==> src/rtl/pose_integrator.sv <==
// Dead-reckoning integrator for X/Y position and heading (sign-magnitude fixed point).
// One shift-add multiplier is time-multiplexed over the X, Y and THETA channels.
module pose_integrator #(
  parameter int                 N_WIDTH    = 20,
  parameter int                 Q_WIDTH    = 8,
  parameter logic [N_WIDTH-1:0] DT_LIN     = 20'd11,
  parameter logic [N_WIDTH-1:0] DT_ANG     = 20'd615,
  parameter logic [N_WIDTH-1:0] THETA_INIT = 20'd23040
) (
  input  logic               POS_INTEGRATOR_CLOCK_50,
  input  logic               POS_INTEGRATOR_Reset_InHigh,
  input  logic               POS_INTEGRATOR_SETBEGIN_InLow,
  input  logic               POS_INTEGRATOR_TICK_InLow,
  input  logic [N_WIDTH-1:0] POS_INTEGRATOR_VX_InBus,
  input  logic [N_WIDTH-1:0] POS_INTEGRATOR_VY_InBus,
  input  logic [N_WIDTH-1:0] POS_INTEGRATOR_WZ_InBus,
  output logic [N_WIDTH-1:0] POS_INTEGRATOR_POSX_OutBus,
  output logic [N_WIDTH-1:0] POS_INTEGRATOR_POSY_OutBus,
  output logic [N_WIDTH-1:0] POS_INTEGRATOR_THETA_OutBus,
  output logic               POS_INTEGRATOR_BUSY_Out,
  output logic               POS_INTEGRATOR_DONE_Out,
  output logic               POS_INTEGRATOR_OVF_Out,
  output logic               POS_INTEGRATOR_TICKMISS_Out
);
  localparam int M  = N_WIDTH - 1;
  localparam int PW = 2 * N_WIDTH;
  localparam int CW = $clog2(N_WIDTH);
  localparam logic [M-1:0]       MAG_MAX   = '1;
  localparam logic [N_WIDTH+1:0] FULL_TURN = (N_WIDTH+2)'(360) << Q_WIDTH;

  typedef enum logic [1:0] {S_IDLE, S_MUL, S_ACC} state_t;

  state_t             r_state;
  logic [1:0]         r_ch;
  logic [CW-1:0]      r_cnt;
  logic               r_sx;
  logic [N_WIDTH-1:0] r_vy, r_wz;
  logic [PW-1:0]      r_prod, r_mcand;
  logic [M-1:0]       r_mplier;
  logic [N_WIDTH-1:0] r_posx, r_posy, r_theta;
  logic               r_busy, r_done, r_ovf, r_tickmiss;

  logic                      w_sel_sign;
  logic [PW-1:0]             w_scaled;
  logic                      w_mul_ovf;
  logic [M-1:0]              w_pmag;
  logic                      w_psign;
  logic [N_WIDTH-1:0]        w_acc;
  logic signed [N_WIDTH:0]   w_a, w_b, w_sum;
  logic [N_WIDTH:0]          w_sum_abs;
  logic                      w_sum_ovf;
  logic [N_WIDTH-1:0]        w_pos_next;
  logic signed [N_WIDTH+1:0] w_th_s;
  logic [N_WIDTH-1:0]        w_theta_next;

  always_comb begin
    w_sel_sign = (r_ch == 2'd0) ? r_sx : (r_ch == 2'd1) ? r_vy[M] : r_wz[M];
    w_scaled   = r_prod >> Q_WIDTH;
    w_mul_ovf  = |w_scaled[PW-1:M];
    w_pmag     = w_mul_ovf ? MAG_MAX : w_scaled[M-1:0];
    w_psign    = w_sel_sign & (|w_pmag);

    // Position add is done in two's complement, then folded back to sign-magnitude.
    w_acc = (r_ch == 2'd0) ? r_posx : r_posy;
    w_a   = $signed({2'b00, w_acc[M-1:0]});
    if (w_acc[M]) w_a = -w_a;
    w_b   = $signed({2'b00, w_pmag});
    if (w_psign) w_b = -w_b;
    w_sum     = w_a + w_b;
    w_sum_abs = w_sum[N_WIDTH] ? $unsigned(-w_sum) : $unsigned(w_sum);
    w_sum_ovf = |w_sum_abs[N_WIDTH:M];
    w_pos_next = w_sum_ovf ? {w_sum[N_WIDTH], MAG_MAX}
                           : {w_sum[N_WIDTH] & (|w_sum_abs[M-1:0]), w_sum_abs[M-1:0]};

    w_th_s = $signed({2'b00, r_theta});
    if (w_psign) w_th_s = w_th_s - $signed({3'b000, w_pmag});
    else         w_th_s = w_th_s + $signed({3'b000, w_pmag});
    if (w_th_s[N_WIDTH+1])                 w_th_s = w_th_s + $signed(FULL_TURN);
    else if (w_th_s >= $signed(FULL_TURN)) w_th_s = w_th_s - $signed(FULL_TURN);
    w_theta_next = w_th_s[N_WIDTH-1:0];
  end

  always_ff @(posedge POS_INTEGRATOR_CLOCK_50 or posedge POS_INTEGRATOR_Reset_InHigh) begin
    if (POS_INTEGRATOR_Reset_InHigh) begin
      r_state    <= S_IDLE;
      r_ch       <= '0;
      r_cnt      <= '0;
      r_sx       <= 1'b0;
      r_vy       <= '0;
      r_wz       <= '0;
      r_prod     <= '0;
      r_mcand    <= '0;
      r_mplier   <= '0;
      r_posx     <= '0;
      r_posy     <= '0;
      r_theta    <= THETA_INIT;
      r_busy     <= 1'b0;
      r_done     <= 1'b0;
      r_ovf      <= 1'b0;
      r_tickmiss <= 1'b0;
    end else if (!POS_INTEGRATOR_SETBEGIN_InLow) begin
      r_state    <= S_IDLE;
      r_ch       <= '0;
      r_cnt      <= '0;
      r_posx     <= '0;
      r_posy     <= '0;
      r_theta    <= THETA_INIT;
      r_busy     <= 1'b0;
      r_done     <= 1'b0;
      r_ovf      <= 1'b0;
      r_tickmiss <= 1'b0;
    end else begin
      r_done <= 1'b0;
      if (!POS_INTEGRATOR_TICK_InLow && r_state != S_IDLE) r_tickmiss <= 1'b1;
      case (r_state)
        S_IDLE: begin
          if (!POS_INTEGRATOR_TICK_InLow) begin
            r_sx     <= POS_INTEGRATOR_VX_InBus[M];
            r_vy     <= POS_INTEGRATOR_VY_InBus;
            r_wz     <= POS_INTEGRATOR_WZ_InBus;
            r_mplier <= POS_INTEGRATOR_VX_InBus[M-1:0];
            r_mcand  <= {{N_WIDTH{1'b0}}, DT_LIN};
            r_prod   <= '0;
            r_ch     <= 2'd0;
            r_cnt    <= '0;
            r_busy   <= 1'b1;
            r_state  <= S_MUL;
          end
        end
        S_MUL: begin
          if (r_mplier[0]) r_prod <= r_prod + r_mcand;
          r_mcand  <= r_mcand << 1;
          r_mplier <= r_mplier >> 1;
          r_cnt    <= r_cnt + 1'b1;
          if (r_cnt == CW'(M - 1)) r_state <= S_ACC;
        end
        S_ACC: begin
          if (w_mul_ovf) r_ovf <= 1'b1;
          if (r_ch == 2'd2) begin
            r_theta <= w_theta_next;
            r_done  <= 1'b1;
            r_busy  <= 1'b0;
            r_state <= S_IDLE;
          end else begin
            if (w_sum_ovf) r_ovf <= 1'b1;
            if (r_ch == 2'd0) r_posx <= w_pos_next;
            else              r_posy <= w_pos_next;
            // Preload the multiplier for the next channel.
            r_mplier <= (r_ch == 2'd0) ? r_vy[M-1:0] : r_wz[M-1:0];
            r_mcand  <= (r_ch == 2'd0) ? {{N_WIDTH{1'b0}}, DT_LIN} : {{N_WIDTH{1'b0}}, DT_ANG};
            r_prod   <= '0;
            r_cnt    <= '0;
            r_ch     <= r_ch + 2'd1;
            r_state  <= S_MUL;
          end
        end
        default: r_state <= S_IDLE;
      endcase
    end
  end

  assign POS_INTEGRATOR_POSX_OutBus  = r_posx;
  assign POS_INTEGRATOR_POSY_OutBus  = r_posy;
  assign POS_INTEGRATOR_THETA_OutBus = r_theta;
  assign POS_INTEGRATOR_BUSY_Out     = r_busy;
  assign POS_INTEGRATOR_DONE_Out     = r_done;
  assign POS_INTEGRATOR_OVF_Out      = r_ovf;
  assign POS_INTEGRATOR_TICKMISS_Out = r_tickmiss;
endmodule

==> config.mk <==
export PLATFORM = sky130hd
export DESIGN_NAME = pose_integrator
export DESIGN_NICKNAME = d
export VERILOG_FILES = /design/src/rtl/pose_integrator.sv
export SDC_FILE = /design/constraint.sdc
export NUM_CORES = 1
export LEC_CHECK = 0
export ABC_AREA = 1
export CORE_ASPECT_RATIO = 0.9
export CORE_MARGIN = 2
export CORE_UTILIZATION = 55
export CTS_CLUSTER_DIAMETER = 30
export CTS_CLUSTER_SIZE = 8
export DETAILED_ROUTE_END_ITERATION = 8
export MAX_ROUTING_LAYER = met4
export PLACE_DENSITY = 0.76
export SETUP_SLACK_MARGIN = 0.15
export SLEW_MARGIN = 10
export SYNTH_ARGS = -nofsm -noshare
export SYNTH_HDL_FRONTEND = slang
export SYNTH_SLANG_ARGS = --single-unit
==> constraint.sdc <==
create_clock -name POS_INTEGRATOR_CLOCK_50 -period 11.43 [get_ports POS_INTEGRATOR_CLOCK_50]
set_input_delay 2.286 -clock POS_INTEGRATOR_CLOCK_50 [delete_from_list [all_inputs] [get_ports POS_INTEGRATOR_CLOCK_50]]
set_output_delay 2.286 -clock POS_INTEGRATOR_CLOCK_50 [all_outputs]
set_load 0.02 [all_outputs]
# Yosys cells after proc, flatten, opt, wreduce, memory -nomap -nowiden
# Index checks and enable logic that the tools add are counted.
# totals
reg_bits	213
input_bits	64
# classes
reduce_logical	20
eq_ne	20
order_cmp	1
n_bitwise	3
n_addsub	11
mux	61
# op_table
op	count
2-to-1 mux 20 bit	15
one-hot mux 40 bit (3 select lines)	2
2-to-1 mux 40 bit	5
2-to-1 mux 19 bit	4
2-to-1 mux 21 bit	3
one-hot mux 19 bit (3 select lines)	1
negator 19 -> 21 bit	2
adder 40 bit	1
OR reduction 19 bit	2
>= comparator 22 x 18 -> 1 bit (second input constant)	1
2-to-1 mux 22 bit	1
adder 20 x 19 -> 21 bit	1
adder 21 bit	1
negator 21 bit	1
subtractor 20 x 19 -> 21 bit	1
adder 20 x 18 -> 20 bit (second input constant)	1
subtractor 20 x 18 -> 20 bit (second input constant)	1
AND reduction 3 bit	6
2-to-1 mux 1 bit	16
2-to-1 mux 5 bit	3
one-hot mux 5 bit (3 select lines)	1
OR reduction 13 bit	1
2-to-1 mux 2 bit	6
!= test 3 bit (second input constant)	4
other kinds (24)	36

# Longest topological paths before layout
# Gate-level depths: netlist of the first run.
# logic_depth
depth_word	15
depth_mapped	44
ltp_nobuf	40

# Worst setup path after synthesis of the first run
# No wires, ideal clock.
# synth_timing
path_kind	reg-to-reg
start	register r_prod[29]
end	register r_posx[11], in the netlist POS_INTEGRATOR_POSX_OutBus[11]
path_buffers	5
setup_slack_ns	6.430
period_less_slack_ns	5.000
stages_incl_launch_ff	42
required_time_ns	11.353
arrival_time_ns	4.923
setup_time_ns	0.077
path_cell_list	dfrtp_1 nor2_1 nand3_1 nor2_2 inv_1 clkbuf_1 nor2_1 ha_1 nand4_1 nor2_2 nand3_2 nand2_4 buf_12 buf_12 clkbuf_1 nor2_1 xor2_1 inv_1 (+6 left out) nand2_1 nand2_1 nand2_2 nand2_1 nor2_2 nand2_1 nor2_2 nand2_1 nor2_1 nand3_1 nand3_1 nand2_1 nand2_2 nand2_2 inv_4 buf_6 o21ai_2 o21ai_1
# synth_via
elab_chain_cells	14
word_cells_on_any_way	15
cone_classes	add/sub (3); mux (8); bitwise (1); reduce/logical (3)
# synth_rtl
item	line	rtl
from (decl)	38	logic [PW-1:0] r_prod, r_mcand;
from (signal assigned)	131	if (r_mplier[0]) r_prod <= r_prod + r_mcand;
OR reduction 13 bit *	59	w_mul_ovf = |w_scaled[PW-1:M];
2-to-1 mux 19 bit *	60	w_pmag = w_mul_ovf ? MAG_MAX : w_scaled[M-1:0];
branches (longest 2 deep; another with negator 19 -> 21 bit)	--	
2-to-1 mux 21 bit *	68	if (w_psign) w_b = -w_b;
adder 21 bit *	69	w_sum = w_a + w_b;
negator 21 bit	70	w_sum_abs = w_sum[N_WIDTH] ? $unsigned(-w_sum) : $unsigned(w_sum);
2-to-1 mux 21 bit *	70	
OR reduction 2 bit	71	w_sum_ovf = |w_sum_abs[N_WIDTH:M];
2-to-1 mux 20 bit *	72	w_pos_next = w_sum_ovf ? {w_sum[N_WIDTH], MAG_MAX}
2-to-1 mux 20 bit *	146	if (r_ch == 2'd0) r_posx <= w_pos_next;
2-to-1 mux 20 bit *	139	if (r_ch == 2'd2) begin
2-to-1 mux 20 bit *	115	case (r_state)
2-to-1 mux 20 bit *	101	end else if (!POS_INTEGRATOR_SETBEGIN_InLow) begin
to (signal assigned)	146	
to (decl)	40	logic [N_WIDTH-1:0] r_posx, r_posy, r_theta;
# Every way passes the cells marked *. The select of a mux whose other input is x is not followed.
# A chain may end at the register's enable or synchronous reset.

# Final worst setup path of the first run
# layout_timing
start	input POS_INTEGRATOR_SETBEGIN_InLow
end	register r_prod[37]
# layout_via
elab_chain_cells	1
# layout_rtl
item	line	rtl
from (decl)	12	input logic POS_INTEGRATOR_SETBEGIN_InLow,
AND reduction 5 bit (no line)	--	
# No other way between the ends.

==> results of run 1 <==
## cell usage in the layout, fill, tap and decap left out, drive strengths merged, types with 4 or more instances in the layout
cell type      netlist  layout
fa                   4       4
o211ai              22      22
o22ai               13      13
nor3                30      30
nor2               250     250
buf                 17      11
o2111ai             18      18
mux2                40      40
nand3              159     159
o21a                10      10
clkinvlp             0       5
o21bai               4       4
a21boi              11      11
and2                 5       5
nand4               28      28
clkbuf              62      60
xnor2               12      12
a31oi               17      17
nor4                10      10
nand3b               6       6
nand2              787     787
or2                  9       9
dfstp                4       4
clkinv               3      19
o31ai               14      14
a21o                 6       6
o21ai              189     189
bufinv               0      11
xor2                52      52
inv                334     334
ha                 112     112
dfrtp              209     209
a21oi              136     136
clkdlybuf4s50        0     127
## how the worst max path moves through the flow
stage	startpoint	to	slack, ps	depth (start not counted)
after floorplan	POS_INTEGRATOR_Reset_InHigh	POS_INTEGRATOR_BUSY_Out$_DFFE_PP0P_	3330	1
after global placement	POS_INTEGRATOR_SETBEGIN_InLow	r_prod[7]$_DFFE_PP0P_	2860	13
after detailed placement	POS_INTEGRATOR_SETBEGIN_InLow	r_prod[37]$_DFFE_PP0P_	2610	14
after CTS	POS_INTEGRATOR_SETBEGIN_InLow	r_prod[14]$_DFFE_PP0P_	3170	12
after global routing	POS_INTEGRATOR_SETBEGIN_InLow	r_prod[7]$_DFFE_PP0P_	2630	13
final	POS_INTEGRATOR_SETBEGIN_InLow	r_prod[37]$_DFFE_PP0P_	3050	14
## metal layers
layer  GRT usage [%]  share of wire, %
met4            10.3               3.0
met1            45.0                45
met5               -                 0
met2            50.5                45
met3            5.45               7.6
## cells by family (layout without fill, tap and decap cells)
group | after synthesis | in the layout | share of synthesized area [%]
mux | 41 | 41 | 2.62
fa+ha+maj | 116 | 116 | 8.42
compound gates | 449 | 449 | 14.9
xor+xnor | 64 | 64 | 3.19
simple gates | 1286 | 1286 | 31.2
flops | 213 | 213 | 30.3
buf+inv | 416 | 567 | 9.40
## registers in the layout, indices dropped and copies added, names as in the netlist
signal,flops
POS_INTEGRATOR_OVF_Out,1
r_wz,20
POS_INTEGRATOR_DONE_Out,1
r_mcand,40
r_sx,1
POS_INTEGRATOR_TICKMISS_Out,1
r_mplier,19
POS_INTEGRATOR_BUSY_Out,1
POS_INTEGRATOR_POSY_OutBus,20
r_prod,40
r_cnt,5
r_vy,20
r_ch,2
POS_INTEGRATOR_THETA_OutBus,20
r_state,2
POS_INTEGRATOR_POSX_OutBus,20
## worst reg2reg max path: cells and delay by family (launching register included)
kind | cells | cell delay, ps
adders and majority gates | 2 | 730
buffers and inverters | 6 | 920
AOI/OAI and AO/OA | 2 | 550
and+or+nand+nor | 22 | 4050
DFF | 1 | 400
## per-stage QoR
stage / hold slack [ps] / setup WS, ps
2_1_floorplan: 449 / 3330
3_3_place_gp: 467 / 2860
3_5_place_dp: 470 / 2610
4_1_cts: 488 / 3170
5_1_grt: 504 / 2630
6_report: 491 / 3050
## power groups by stage
stage               Clock, mW  Combinational, mW  Sequential [mW]
CTS                      1.60               1.42             1.01
global route             1.64               1.59             1.03
finish                   1.58               1.44             1.01
global placement            0               1.37             1.01
detailed placement          0               1.40             1.02
floorplan                   0              0.994             1.02
## Yosys cell counts (all sizes together)
cell type / instances
a21boi: 11
fa: 4
o221ai: 3
a41oi: 1
o31ai: 14
o22ai: 13
nor3: 30
ha: 112
xor2: 52
o21a: 10
a221oi: 1
o41ai: 1
a21o: 6
xnor2: 12
a22o: 2
a31oi: 17
clkinv: 3
a21oi: 136
and2: 5
o21bai: 4
o21ai: 189
mux2i: 1
mux2: 40
o32ai: 1
nor3b: 2
nor4: 10
nand3b: 6
buf: 17
inv: 334
nand3: 159
nor2: 250
dfstp: 4
clkbuf: 62
nand2: 787
dfrtp: 209
o2111ai: 18
o211ai: 22
or2: 9
nand4: 28
## layout make-up
class,count,area (um^2)
Tap cell,416,520
Sequential cell,213,5340
Inverter,337,1280
Fill cell,2774,10700
Clock buffer,60,1380
Timing Repair Buffer,138,1350
Multi-Input combinational cell,1956,10600
Clock inverter,32,495
==> impl_metrics.toml, run 1 <==
[run_status]
status = "finished, final reports clean"

[synth]
syn_nets = 2765
yosysTopAreaCell = "dfrtp_1"
syn-cell-area_mm2 = 0.0176
ys_types = 59
synth_top_area_share_pct = 29.7
yosysWarnings = 0
synthCells = 2585
avgSynthCellArea_um2 = 6.80
ys_top_cells_by_area = "dfrtp_1, nand2_1, ha_1, inv_1, nor2_1"
synth_seq_cells = 213
yosysSeqAreaShare_pct = 30.3

[die]
dieArea_mm2 = 0.0334
fp-row-count = 62
die-width_um = 193
start_util_pct = 55.4
die_h_um = 174
core-area_mm2 = 0.0317
ios = 128

[power_and_ir_drop]
swShare_pct = 37.2
p_int_mw = 2.53
powerDensity_mw_per_mm2 = 192
p_seq_share_pct = 25.1
combPwrFrac_pct = 35.7
clockPowerShare_pct = 39.2
p_leak_nw = 11.0
ir_worst_vdd_mv = 0.149
switching_power_mw = 1.50
p_total_mw = 4.03

[hold_path]
hold_depth = 2
min_to = "r_mplier[7]$_DFFE_PP0P_"
min_from = "r_mplier[7]$_DFFE_PP0P_"
hold_class = "flop to flop"

[sta]
finalSetupViolCount = 0
slew_viol_final = 0
tns_ps = 0
fmax_ghz = 0.119
worst_pin_slew_ps = 1030
slew_headroom_pct = 30.9
period_minus_slack_ps = 8380
grt_setup_unrepaired = "no"
hold_viol = 0
final.setup_skew_ps = 19.3
min_period_over_period_pct = 73.4

[place]
dp_hpwl_um = 40000
routabilityCongestion = 0.994
post-place-cells = 3060
port_buffers = 127
dpl_cell_area_mm2 = 0.0191

[run]
drv_cap = 0

[final_layout]
fin_util_pct = 66.1
finalNetCount = 2877
drive_gt1_share_pct = 8.66
stdcell_count = 3152
fin_area_mm2 = 0.0210
syn_to_final_growth_pct = 19.3
num_antenna_cells = 0

[worst_setup_path]
crit_family = "buffers and inverters"
critical_path_buf_inv_count = 7
critPathMaxFanout = 74
crit_arrival_ps = 8850
critPathLaunchType = "input port"
slowest_delay_ps = 1010
r2r_end = "POS_INTEGRATOR_POSX_OutBus[19]$_DFFE_PP0P_"
path_cells = "clkdlybuf4s50_1 -> inv_2 -> nor2_2 -> inv_1 -> nor3_2 -> buf_4 -> inv_2 -> a21oi_2 -> inv_2 -> nor2_1 -> inv_2 -> a21oi_1 -> o21ai_0 -> o21ai_0"
timing.rr.start = "r_prod[29]$_DFFE_PP0P_"
critPathKind = "input port to flop"
r2r_slack_ps = 4670
worst-r2r-cell-count = 32
crit_path_frequent_cell = "inv_2"
setup.worst_path.end_class = "flop"
required_ps = 11900
slowest_stage = "clkdlybuf4s50_1"

[clock_network]
h-tree-depth = 2
cts.repair.resized = 0
cts_tree = "yes"
postCtsSetupRepairBufs = 0
clk_pin_slew_ps = 50
cts_hold_buffers = 0
clkLatencyLatePin_ps = 570
cts_inserted_buffers = 51
cts-root-buf = "clkbuf_16"
cts_sinks = 213
clock_path_buffers = 3

[routing]
vias_per_cell = 5.65
ant_nets = 0
route.detailed.drc = 0
routed_wl_um = 53700
num_vias = 17800
initialDrtViolationCount = 1541
wl_per_cell_um = 17.0
drtPass1Iterations = 6

[global_routing]
antenna_found_initial = 0
track_usage_pct = 33.1
grt_pass1_wl_um = 86600
grt_start_max_net_pins = 140
grt_pass1_vias = 16800
grt_remaining_overflow = 0
Power figures use the tool's default switching activity.
==> run 2, diff against run 1 <==
- PLACE_DENSITY: 0.76 -> 0.79
- clock period: 11.43 -> 7.7 ns (I/O delays scaled with it)
==> impl_metrics.toml, run 2 (same netlist as run 1, synthesis figures left out) <==
[worst_setup_path]
crit_arrival_ps = 6910
slowest_delay_ps = 470
critPathKind = "flop to flop"
required_ps = 8120
critPathMaxFanout = 40
crit_path_frequent_cell = "nand2_1"
r2r_slack_ps = 1210
slowest_stage = "nand2_4"
setup.worst_path.end_class = "flop"
critPathLaunchType = "flop"

[routing]
met2_length_um = 24700
wl_met3_um = 4690
routed_wl_um = 55100
wl_met1_um = 23800
num_vias = 18000
route.detailed.drc = 0
initialDrtViolationCount = 1666
top_layer = "met4"
ant_nets = 0
vias_per_cell = 5.68
wl_per_cell_um = 17.4
drtPass1Iterations = 6

[sta]
worst_pin_slew_ps = 996
min_period_over_period_pct = 84.3
slew_viol_final = 0
layout_setup_ws_ps = 1210
grt_setup_unrepaired = "no"
period_minus_slack_ps = 6490
final.setup_skew_ps = 53.3
hold_viol = 0
finalSetupViolCount = 0
fmax_ghz = 0.154
tns_ps = 0
slew_headroom_pct = 33.4

[power_and_ir_drop]
swShare_pct = 36.8
combPwrFrac_pct = 35.1
p_seq_share_pct = 24.3
p_leak_nw = 11.1
ir_worst_vdd_mv = 0.304
switching_power_mw = 2.27
p_int_mw = 3.91
powerDensity_mw_per_mm2 = 292
clockPowerShare_pct = 40.6

[final_layout]
stdcell_count = 3164
layout_common_cells = "nand2_1, inv_1, nor2_1, dfrtp_1, nand3_1"
top_regs = "r_mcand (40), r_prod (40)"
finalNetCount = 2882
fillers = 2724
syn_to_final_growth_pct = 20.3
seqCellArea_mm2 = 0.00534
fin_area_mm2 = 0.0212
multi_input_area_mm2 = 0.0106
layout.cells.most_common = "nand2_1"
drive_gt1_share_pct = 8.85

[clock_network]
clkLatencyLatePin_ps = 590
cts_hold_buffers = 0
clk_pin_slew_ps = 50
postCtsSetupRepairBufs = 0
cts_inserted_buffers = 52
clock_path_buffers = 3
cts-root-buf = "clkbuf_16"
h-tree-depth = 2
cts.repair.resized = 0
cts_tree = "yes"
cts_sinks = 213

[place]
pre_cts_slack_ps = 1390
port_buffers = 127
routabilityCongestion = 1.01
dpl_cell_area_mm2 = 0.0191
post-place-cells = 3064
dp_hpwl_um = 40800

[run_status]
status = "finished, final reports clean"

[die]
core-area_mm2 = 0.0317
die_h_um = 174
dieArea_mm2 = 0.0334
start_util_pct = 55.4
die-width_um = 193
fp-row-count = 62
ios = 128

[global_routing]
grt_pass1_wl_um = 89000
antenna_found_initial = 2
grt_start_max_net_pins = 94
grt_pass1_vias = 17300
grt_remaining_overflow = 0
track_usage_pct = 34.2

[run]
drv_cap = 0

[hold_path]
hold_class = "flop to flop"
## run 2: cell types whose count changed in the layout (fill, tap and decap cells not counted)
cell        delta
clkinv_16      +1
clkbuf_1       +3
clkbuf_8       +3
clkinv_2       -3
buf_4          +4
clkinvlp_4     -2
diode_2        +3
bufinv_16      +3
## run 2: final timing paths
check / startpoint / to / cells past startpoint
worst min-delay path: r_mplier[7]$_DFFE_PP0P_ / r_mplier[7]$_DFFE_PP0P_ / 2
min in group asynchronous: POS_INTEGRATOR_Reset_InHigh / r_wz[10]$_DFFE_PP0P_ / 2
worst max register to register: r_prod[35]$_DFFE_PP0P_ / POS_INTEGRATOR_POSY_OutBus[19]$_DFFE_PP0P_ / 36
worst min register to register: r_mplier[7]$_DFFE_PP0P_ / r_mplier[7]$_DFFE_PP0P_ / 2
worst max-delay path: r_prod[35]$_DFFE_PP0P_ / POS_INTEGRATOR_POSY_OutBus[19]$_DFFE_PP0P_ / 36
max in group asynchronous: POS_INTEGRATOR_Reset_InHigh / POS_INTEGRATOR_POSY_OutBus[9]$_DFFE_PP0P_ / 3
## run 2: cell type report
type / count / share of cell area (%)
diodes: 3 / 0.0355
repair buffers: 142 / 6.54
well taps: 416 / 2.46
inverters: 337 / 6.04
flip-flops and latches: 213 / 25.2
multi-input cells: 1956 / 50.2
clock inverters: 31 / 2.77
clock buffers: 66 / 6.77
## run 2: critical path: cells and delay by family, from the launching register on
family,cells,cell delay [ps]
compound gates,1,370
buf+inv,5,770
fa+ha+maj,2,720
flops,1,390
simple gates,28,4050
## run 2: routing by layer
metal  up-vias  track usage (%)
met5         -                -
met4         0             12.5
met3       149             7.35
met2       810             51.6
met1      8342             45.1
li1       8659                -
## run 2: per-stage QoR
step           total power [mW]  hold slack (ps)  util (%)
3_3_place_gp               3.58              467      60.3
5_1_grt                    6.52              518      66.7
4_1_cts                    6.15              479      66.7
2_1_floorplan              3.00              449         -
3_5_place_dp               3.61              467      60.3
6_report                   6.18              476      66.7
## run 2: power by group through the flow
stage          Clock [mW]  Combinational, mW  Sequential, mW
6_report             2.51               2.17            1.50
5_1_grt              2.60               2.40            1.53
4_1_cts              2.52               2.13            1.50
3_5_place_dp            0               2.10            1.50
3_3_place_gp            0               2.08            1.50
2_1_floorplan           0               1.48            1.52
